**src/rtl/uart_tx.sv**
```systemverilog
// uart_tx: serial UART transmitter (8N1 / 8E1 / 8O1 style framing).
//
// Accepts a parallel byte on a DATA_VALID pulse while idle and sends it LSB-first as
// start bit, DATA_WIDTH data bits, optional parity bit and stop bit(s). Every bit lasts
// P clk cycles, where P is PRESCALE latched at accept (0 is treated as 1).
//
// Optional feature: define UART_TX_STOP2_EN to add the STOP2 input, which selects a
// double-length stop period for the frame being accepted.
//
// Ports:
//   clk        in   single clock for all logic
//   reset_n    in   asynchronous active-low reset
//   P_DATA     in   data to send, sampled on accept
//   DATA_VALID in   send request, honoured only while idle
//   PAR_EN     in   1 = insert parity bit after the data, sampled on accept
//   PAR_TYP    in   0 = even parity, 1 = odd parity, sampled on accept
//   PRESCALE   in   clk cycles per bit, sampled on accept
//   STOP2      in   (UART_TX_STOP2_EN only) 1 = two stop bit periods
//   TX_OUT     out  serial line, idle high, registered
//   busy       out  high while a frame is in progress, registered

module uart_tx #(
    parameter int unsigned DATA_WIDTH     = 8,
    parameter int unsigned PRESCALE_WIDTH = 6
) (
    input  logic                      clk,
    input  logic                      reset_n,
    input  logic [DATA_WIDTH-1:0]     P_DATA,
    input  logic                      DATA_VALID,
    input  logic                      PAR_EN,
    input  logic                      PAR_TYP,
    input  logic [PRESCALE_WIDTH-1:0] PRESCALE,
`ifdef UART_TX_STOP2_EN
    input  logic                      STOP2,
`endif
    output logic                      TX_OUT,
    output logic                      busy
);

    localparam int unsigned BitCntW = (DATA_WIDTH > 1) ? $clog2(DATA_WIDTH) : 1;
    localparam logic [BitCntW-1:0] LastBit = BitCntW'(DATA_WIDTH - 1);

    typedef enum logic [2:0] {StIdle, StStart, StData, StParity, StStop} state_e;

    state_e                    state;
    logic [PRESCALE_WIDTH-1:0] presc_q;
    logic [PRESCALE_WIDTH-1:0] presc_cnt;
    logic [BitCntW-1:0]        bit_cnt;
    logic [DATA_WIDTH-1:0]     shift_q;
    logic [DATA_WIDTH-1:0]     shift_nxt;
    logic                      par_bit;
    logic                      par_en_q;
    logic                      stop_second;
    logic                      stop_more;
    logic                      bit_done;

`ifdef UART_TX_STOP2_EN
    logic                      stop2_q;

    // A second stop period is still owed.
    assign stop_more = stop2_q & ~stop_second;
`else
    assign stop_more = 1'b0;
`endif

    assign shift_nxt = shift_q >> 1;
    // Last cycle of the current bit period.
    assign bit_done  = (presc_cnt == presc_q - PRESCALE_WIDTH'(1));

    always_ff @(posedge clk or negedge reset_n) begin
        if (!reset_n) begin
            state       <= StIdle;
            presc_q     <= '0;
            presc_cnt   <= '0;
            bit_cnt     <= '0;
            shift_q     <= '0;
            par_bit     <= 1'b0;
            par_en_q    <= 1'b0;
            stop_second <= 1'b0;
            TX_OUT      <= 1'b1;
            busy        <= 1'b0;
`ifdef UART_TX_STOP2_EN
            stop2_q     <= 1'b0;
`endif
        end else begin
            case (state)
                StIdle: begin
                    TX_OUT <= 1'b1;
                    busy   <= 1'b0;
                    if (DATA_VALID) begin
                        shift_q     <= P_DATA;
                        par_en_q    <= PAR_EN;
                        // Even: XOR of data; odd: XNOR of data.
                        par_bit     <= (^P_DATA) ^ PAR_TYP;
                        presc_q     <= (PRESCALE == '0) ? PRESCALE_WIDTH'(1) : PRESCALE;
                        presc_cnt   <= '0;
                        bit_cnt     <= '0;
                        stop_second <= 1'b0;
`ifdef UART_TX_STOP2_EN
                        stop2_q     <= STOP2;
`endif
                        state       <= StStart;
                        TX_OUT      <= 1'b0;
                        busy        <= 1'b1;
                    end
                end

                StStart: begin
                    if (bit_done) begin
                        presc_cnt <= '0;
                        state     <= StData;
                        TX_OUT    <= shift_q[0];
                    end else begin
                        presc_cnt <= presc_cnt + PRESCALE_WIDTH'(1);
                    end
                end

                StData: begin
                    if (bit_done) begin
                        presc_cnt <= '0;
                        shift_q   <= shift_nxt;
                        if (bit_cnt == LastBit) begin
                            bit_cnt <= '0;
                            if (par_en_q) begin
                                state  <= StParity;
                                TX_OUT <= par_bit;
                            end else begin
                                state  <= StStop;
                                TX_OUT <= 1'b1;
                            end
                        end else begin
                            bit_cnt <= bit_cnt + BitCntW'(1);
                            TX_OUT  <= shift_nxt[0];
                        end
                    end else begin
                        presc_cnt <= presc_cnt + PRESCALE_WIDTH'(1);
                    end
                end

                StParity: begin
                    if (bit_done) begin
                        presc_cnt <= '0;
                        state     <= StStop;
                        TX_OUT    <= 1'b1;
                    end else begin
                        presc_cnt <= presc_cnt + PRESCALE_WIDTH'(1);
                    end
                end

                StStop: begin
                    TX_OUT <= 1'b1;
                    if (bit_done) begin
                        presc_cnt <= '0;
                        if (stop_more) begin
                            stop_second <= 1'b1;
                        end else begin
                            stop_second <= 1'b0;
                            state       <= StIdle;
                            busy        <= 1'b0;
                        end
                    end else begin
                        presc_cnt <= presc_cnt + PRESCALE_WIDTH'(1);
                    end
                end

                default: begin
                    state  <= StIdle;
                    TX_OUT <= 1'b1;
                    busy   <= 1'b0;
                end
            endcase
        end
    end

endmodule

```
**config.mk**
```make
export PLATFORM = sky130hd
export DESIGN_NAME = uart_tx
export DESIGN_NICKNAME = d
export VERILOG_FILES = /design/src/rtl/uart_tx.sv
export SDC_FILE = /design/constraint.sdc
export NUM_CORES = 1
export LEC_CHECK = 0
export CAP_MARGIN = 20
export CORE_UTILIZATION = 56
export DETAILED_ROUTE_END_ITERATION = 12
export DONT_BUFFER_PORTS = 1
export PLACE_DENSITY = 0.84
export SYNTH_ARGS = -nofsm -noshare
export SYNTH_HDL_FRONTEND = slang
export SYNTH_SLANG_ARGS = --single-unit
export TNS_END_PERCENT = 100
```
**constraint.sdc**
```tcl
create_clock -name clk -period 2.1 [get_ports clk]
set_clock_uncertainty 0.1 [all_clocks]
set_input_delay 0.105 -clock clk [delete_from_list [all_inputs] [get_ports clk]]
set_output_delay 0.105 -clock clk [all_outputs]
set_load 0.005 [all_outputs]
```
# After elaboration in Yosys (flattened, before gate mapping)
# Index checks and enable logic that the tools add are counted.
dict set report totals {
  reg_bits 30
  latch_bits 0
  mem_bits_rw 0
  romBits 0
  input_bits 19
  word_cells 68
  mem_count 0
}
dict set report op_classes {
  addsub 3
  multipliers 0
  n_div 0
  n_lt_le_gt_ge 0
  eq_ne 12
  n_shift 0
  muxes 29
  bitwise_logic 2
  n_reduce_logical 13
}
# op n
set ops {}
lappend ops {{2-to-1 mux 3 bit} 10}
lappend ops {{2-to-1 mux 6 bit} 3}
lappend ops {{2-to-1 mux 8 bit} 2}
lappend ops {{case mux 8 bit (2 select lines)} 1}
lappend ops {{case mux 3 bit (5 select lines)} 1}
lappend ops {{inequality test 2 bit (second input constant)} 6}
lappend ops {{case mux 6 bit (2 select lines)} 1}
lappend ops {{2-to-1 mux 1 bit} 8}
lappend ops {{parity 8 bit} 1}
lappend ops {{adder 6 x 1 -> 6 bit (second input constant)} 1}
lappend ops {{equality test 3 x 2 -> 1 bit (second input constant)} 2}
lappend ops {{equality test 3 bit (second input constant)} 2}
lappend ops {{equality test 6 bit} 1}
lappend ops {{zero test 6 bit} 1}
lappend ops {{case mux 3 bit (2 select lines)} 1}
lappend ops {{AND reduction 2 bit} 3}
lappend ops {{AND reduction 3 bit} 2}
lappend ops {{AND reduction 6 bit} 1}
lappend ops {{subtractor 6 x 1 -> 6 bit (second input constant)} 1}
lappend ops {{case mux 1 bit (4 select lines)} 1}
lappend ops {{nonzero test 2 bit} 2}
lappend ops {{OR reduction 4 bit} 1}
lappend ops {{adder 3 x 1 -> 3 bit (second input constant)} 1}
lappend ops {{equality test 3 x 1 -> 1 bit (second input constant)} 1}
lappend ops {{other kinds (5)} 5}

# Longest topological paths before layout
dict set report depth {
  word_depth 4
  depth_mapped 9
  mapped_depth_nobuf 8
}

# Worst setup path before layout
# No wires, ideal clock.
dict set report synth_path {
  path_type {register to register}
  start {reg presc_q[0]}
  end {reg shift_q[0]}
  arrival_time_ns 1.876
  required_time_ns 1.875
  setup_slack_ns -0.001
  stages_incl_launch_ff 9
  path_buffers 0
  period_less_slack_ns 2.101
  cell_sequence {dfrtp_1 -> inv_1 -> ha_1 -> xnor2_1 -> nor2_1 -> o2111ai_1 -> or2_4 -> o21ai_4 -> mux2_2}
}
dict set report synth_via {
  elab_chain_len 4
}
# element line
set synth_lines {}
lappend synth_lines {{from (decl)} 46} ;# logic [PRESCALE_WIDTH-1:0] presc_q;
lappend synth_lines {{from (signal assigned)} 95} ;# presc_q <= (PRESCALE == '0) ? PRESCALE_WIDTH'(1) : PRESCALE;
lappend synth_lines {{subtractor 6 x 1 -> 6 bit} 68} ;# assign bit_done = (presc_cnt == presc_q - PRESCALE_WIDTH'(1));
lappend synth_lines {{equality test 6 bit} 68}
lappend synth_lines {{inequality test 2 bit (no line)} -}
lappend synth_lines {{AND reduction 3 bit (no line)} -}
lappend synth_lines {{to (signal assigned)} 121} ;# shift_q <= shift_nxt;
lappend synth_lines {{to (decl)} 49} ;# logic [DATA_WIDTH-1:0] shift_q;
# No other way between the ends.
# A chain may end at the register's enable or synchronous reset.

# Final worst setup path
dict set report layout_path {
  start {reg presc_q[0]}
  end {reg bit_cnt[0]}
}
dict set report layout_via {
  elab_chain_len 4
}
# element line
set layout_lines {}
lappend layout_lines {{subtractor 6 x 1 -> 6 bit} 68}
lappend layout_lines {{equality test 6 bit} 68}
lappend layout_lines {{inequality test 2 bit (no line)} -}
lappend layout_lines {{AND reduction 3 bit (no line)} -}
lappend layout_lines {{to (signal assigned)} 132} ;# bit_cnt <= bit_cnt + BitCntW'(1);
lappend layout_lines {{to (decl)} 48} ;# logic [BitCntW-1:0] bit_cnt;
# No other way between the ends.

==> results.cfg <==
[synthesis]
synth_fp_nets = 206
syn-cell-area_um2 = 1735
netlist_instances = 183
synth-edff-count = 0
synthTopCellsByCount = nand2_1, dfrtp_1, mux2_2
ys_top_cells_by_area = dfrtp_1, mux2_2, nand2_1, xnor2_1, o21ai_0
postSynth.topFlopCell = dfrtp_1
yosysWarningCount = 0
avgSynthCellArea_um2 = 9.483
post-synth-top-area-fraction_pct = 41.82
synth_top_area_cell = dfrtp_1
flop_and_latch_count_out_of_synthesis = 30
synth_cell_types = 42
synth_seq_area_share_pct = 43.33
post-synth-top-count-cell = nand2_1
synth_async_sr_flop_share_pct = 100.0

[global_route]
grt_first_pass_wirelength_um = 7983
grt_pass1_vias = 1704
grt_antenna_before_repair = 0
overflow = 0
grt_max_degree = 31
grt_usage_pct = 32.93

[pwr]
switchingPower_mw = 1.109
vdd_ir_drop_max_mv = 0.9000
netSwitchingFraction_pct = 38.45
pwr-share-seq_pct = 37.5
static-leakage-power_nw = 1.003
power.share.clock_pct = 15.9
power.density_cell_area_nw_per_um2 = 1291
p_int_mw = 1.775
comb_power_share_pct = 46.6

[drt]
detail_route.wirelength_um = 5049
routed-wl-met2_um = 2654
drt.antenna.violating_nets = 0
routed_wire_length_per_instance_um = 20.12
drt_drc_violations_left = 0
met3_length_um = 337
first_iter_violations = 111
wl_met1_um = 1861
num_vias = 1595
via_per_instance_ratio = 6.355
route.top_layer_used = met4
detailedRoute.firstPassIterationCount = 4

[clock_tree]
worstSkewPairLatency_ps = 340
clock_sinks = 30
max-clock-path-buffers = 2
worst_setup_hold_path_clk_slew_ps = 100
tritoncts = done
numCtsBuffers = 5
clock_tree.htree_level_count = 2
clockRootBuffer = clkbuf_4

[finish]
final.fill_count = 164
drive_gt1_share_pct = 23.18
finalNetCount = 242
instances_no_fill = 251
fin_util_pct = 78.29
area_delta_synth_final_pct = 28.69
num_antenna_cells = 0

[sta]
timing_max_transition_violations_final = 0
relSlewSlack_pct = 67.17
fmax_mhz = 447.9
final_setup_slack_of_the_worst_path_ps = -132.8
period_needed_ps = 2233
max_slew.worst_pin.slew_ps = 490.6
period_utilization_post_route_pct = 106.3
fin_tns_setup_ps = -1514
grt_setup_unrepaired = yes
hold_vio_cnt_final = 0
setup-violations-final = 17

[placed_design]
finalWeightedCongestion = 0.8301
placedCellCount = 221
dp.final_hpwl_um = 2855
number_of_buffers_added_on_ports = 0

[worst_setup_path]
critical_path_launch_point_type = register
critical_path_type = register to register
end_kind = register
data_arrival_critical_path_ps = 2400
timing.critical_path.required_ps = 2270
timing.critical_path.fanout_max = 6

[floorplan]
initial_core_util_pct = 60.83
dieArea_um2 = 3326
ioPinCount = 21
num_rows = 19
die_width_um = 57.67
die_height_um = 57.67
placeableCoreArea_um2 = 2853

[status]
status = finished, violations left
violations_in_the_final_reports = setup timing

[worst_hold_path]
hp-class = input port to register

[run]
cap_viol_max_count = 0
[registers in the layout, indices dropped and copies added, names as in the netlist]
signal,cells
bit_cnt,3
busy,1
presc_cnt,6
TX_OUT,1
state,3
shift_q,8
presc_q,6
par_en_q,1
par_bit,1
[power by group through the flow]
stage / Combinational (mW) / Sequential (mW) / Clock [mW]
3_3_place_gp: 0.940 / 1.02 / 0
5_1_grt: 1.43 / 1.10 / 0.492
2_1_floorplan: 0.787 / 0.961 / 0
3_5_place_dp: 1.02 / 1.05 / 0
4_1_cts: 1.20 / 1.04 / 0.464
6_report: 1.34 / 1.08 / 0.460
[per-stage QoR]
stage	instance area [µm²]	worst slack, ps	power, mW	hold slack (ps)
2_1_floorplan	1735	-0.7336	1.748	-290.6
3_3_place_gp	1841	-56.39	1.965	-289.6
3_5_place_dp	1841	-150.7	2.062	-289.6
4_1_cts	2192	-88.52	2.703	12.40
5_1_grt	2233	-212.4	3.014	85.93
6_report	2233	-132.8	2.884	69.41
[placed cells by master, fill, tap and decap left out, drive strengths merged, types with 4 or more instances in the layout]
cell type / count
nand2: 32
dfrtp: 29
buf: 18
dlygate4sd3: 17
o21ai: 14
mux2: 13
xnor2: 12
nor2: 11
inv: 9
clkbuf: 6
a21oi: 5
mux2i: 5
nor3: 5
ha: 4
[layout make-up]
| cell class | instances | area (µm²) | share of cell area [%] |
|---|---|---|---|
| multi-input cells | 138 | 988.4 | 44.26 |
| repair buffers | 35 | 337.8 | 15.13 |
| inverters | 9 | 36.28 | 1.625 |
| clock buffers | 6 | 41.29 | 1.849 |
| flip-flops and latches | 30 | 753.2 | 33.73 |
| clock inverters | 2 | 37.54 | 1.681 |
| well taps | 31 | 38.79 | 1.737 |
[routing by layer]
layer  track usage [%]  vias to the layer above
li1                  -                      702
met1             37.74                      784
met2             60.30                       85
met3             6.696                       24
met4             12.93                        0
met5                 0                        -
[critical path, cell delays in order (launching register included)]
cell	delay (ps)
dfrtp_2	470
inv_4	90
ha_4	200
xnor2_1	120
nor2_1	130
o2111ai_2	120
or2_4	270
buf_4	170
or4_4	420
o21ai_2	80
[timing repair]
item / in CTS / in global routing
hold buffers: 18 / 0
pin swaps: 4 / 3
gates resized for setup: 14 / 11
hold endpoints to repair: 47 / 0
cloned: 0 / 0
setup buffers: 2 / 2
setup endpoints to repair: 18 / 21
[logic make-up (layout without fill, tap and decap cells)]
| family | after synthesis | in the layout | synth area share, % |
|---|---|---|---|
| XOR/XNOR | 15 | 15 | 7.571 |
| buffers and inverters | 15 | 52 | 3.748 |
| flip-flops | 30 | 30 | 43.33 |
| multiplexers | 18 | 18 | 11.32 |
| adder cells (fa/ha/maj) | 4 | 4 | 2.884 |
| AND/OR/NAND/NOR | 68 | 68 | 18.60 |
| AO/OA/AOI/OAI | 33 | 33 | 12.55 |
[path summary, 6_finish.rpt]
path / slack [ps] / endpoint / start / cells after the start
hold reg to reg: 420 / shift_q[5] / shift_q[5] / 1
setup / recovery: -130 / bit_cnt[0] / presc_q[0] / 9
min in group asynchronous: 100 / state[2] / reset_n / 2
max in group asynchronous: 1570 / TX_OUT / reset_n / 2
hold / removal: 70 / TX_OUT / DATA_VALID / 3
setup reg to reg: -130 / bit_cnt[0] / presc_q[0] / 9
No activity file was read; power rests on OpenSTA's default activity.
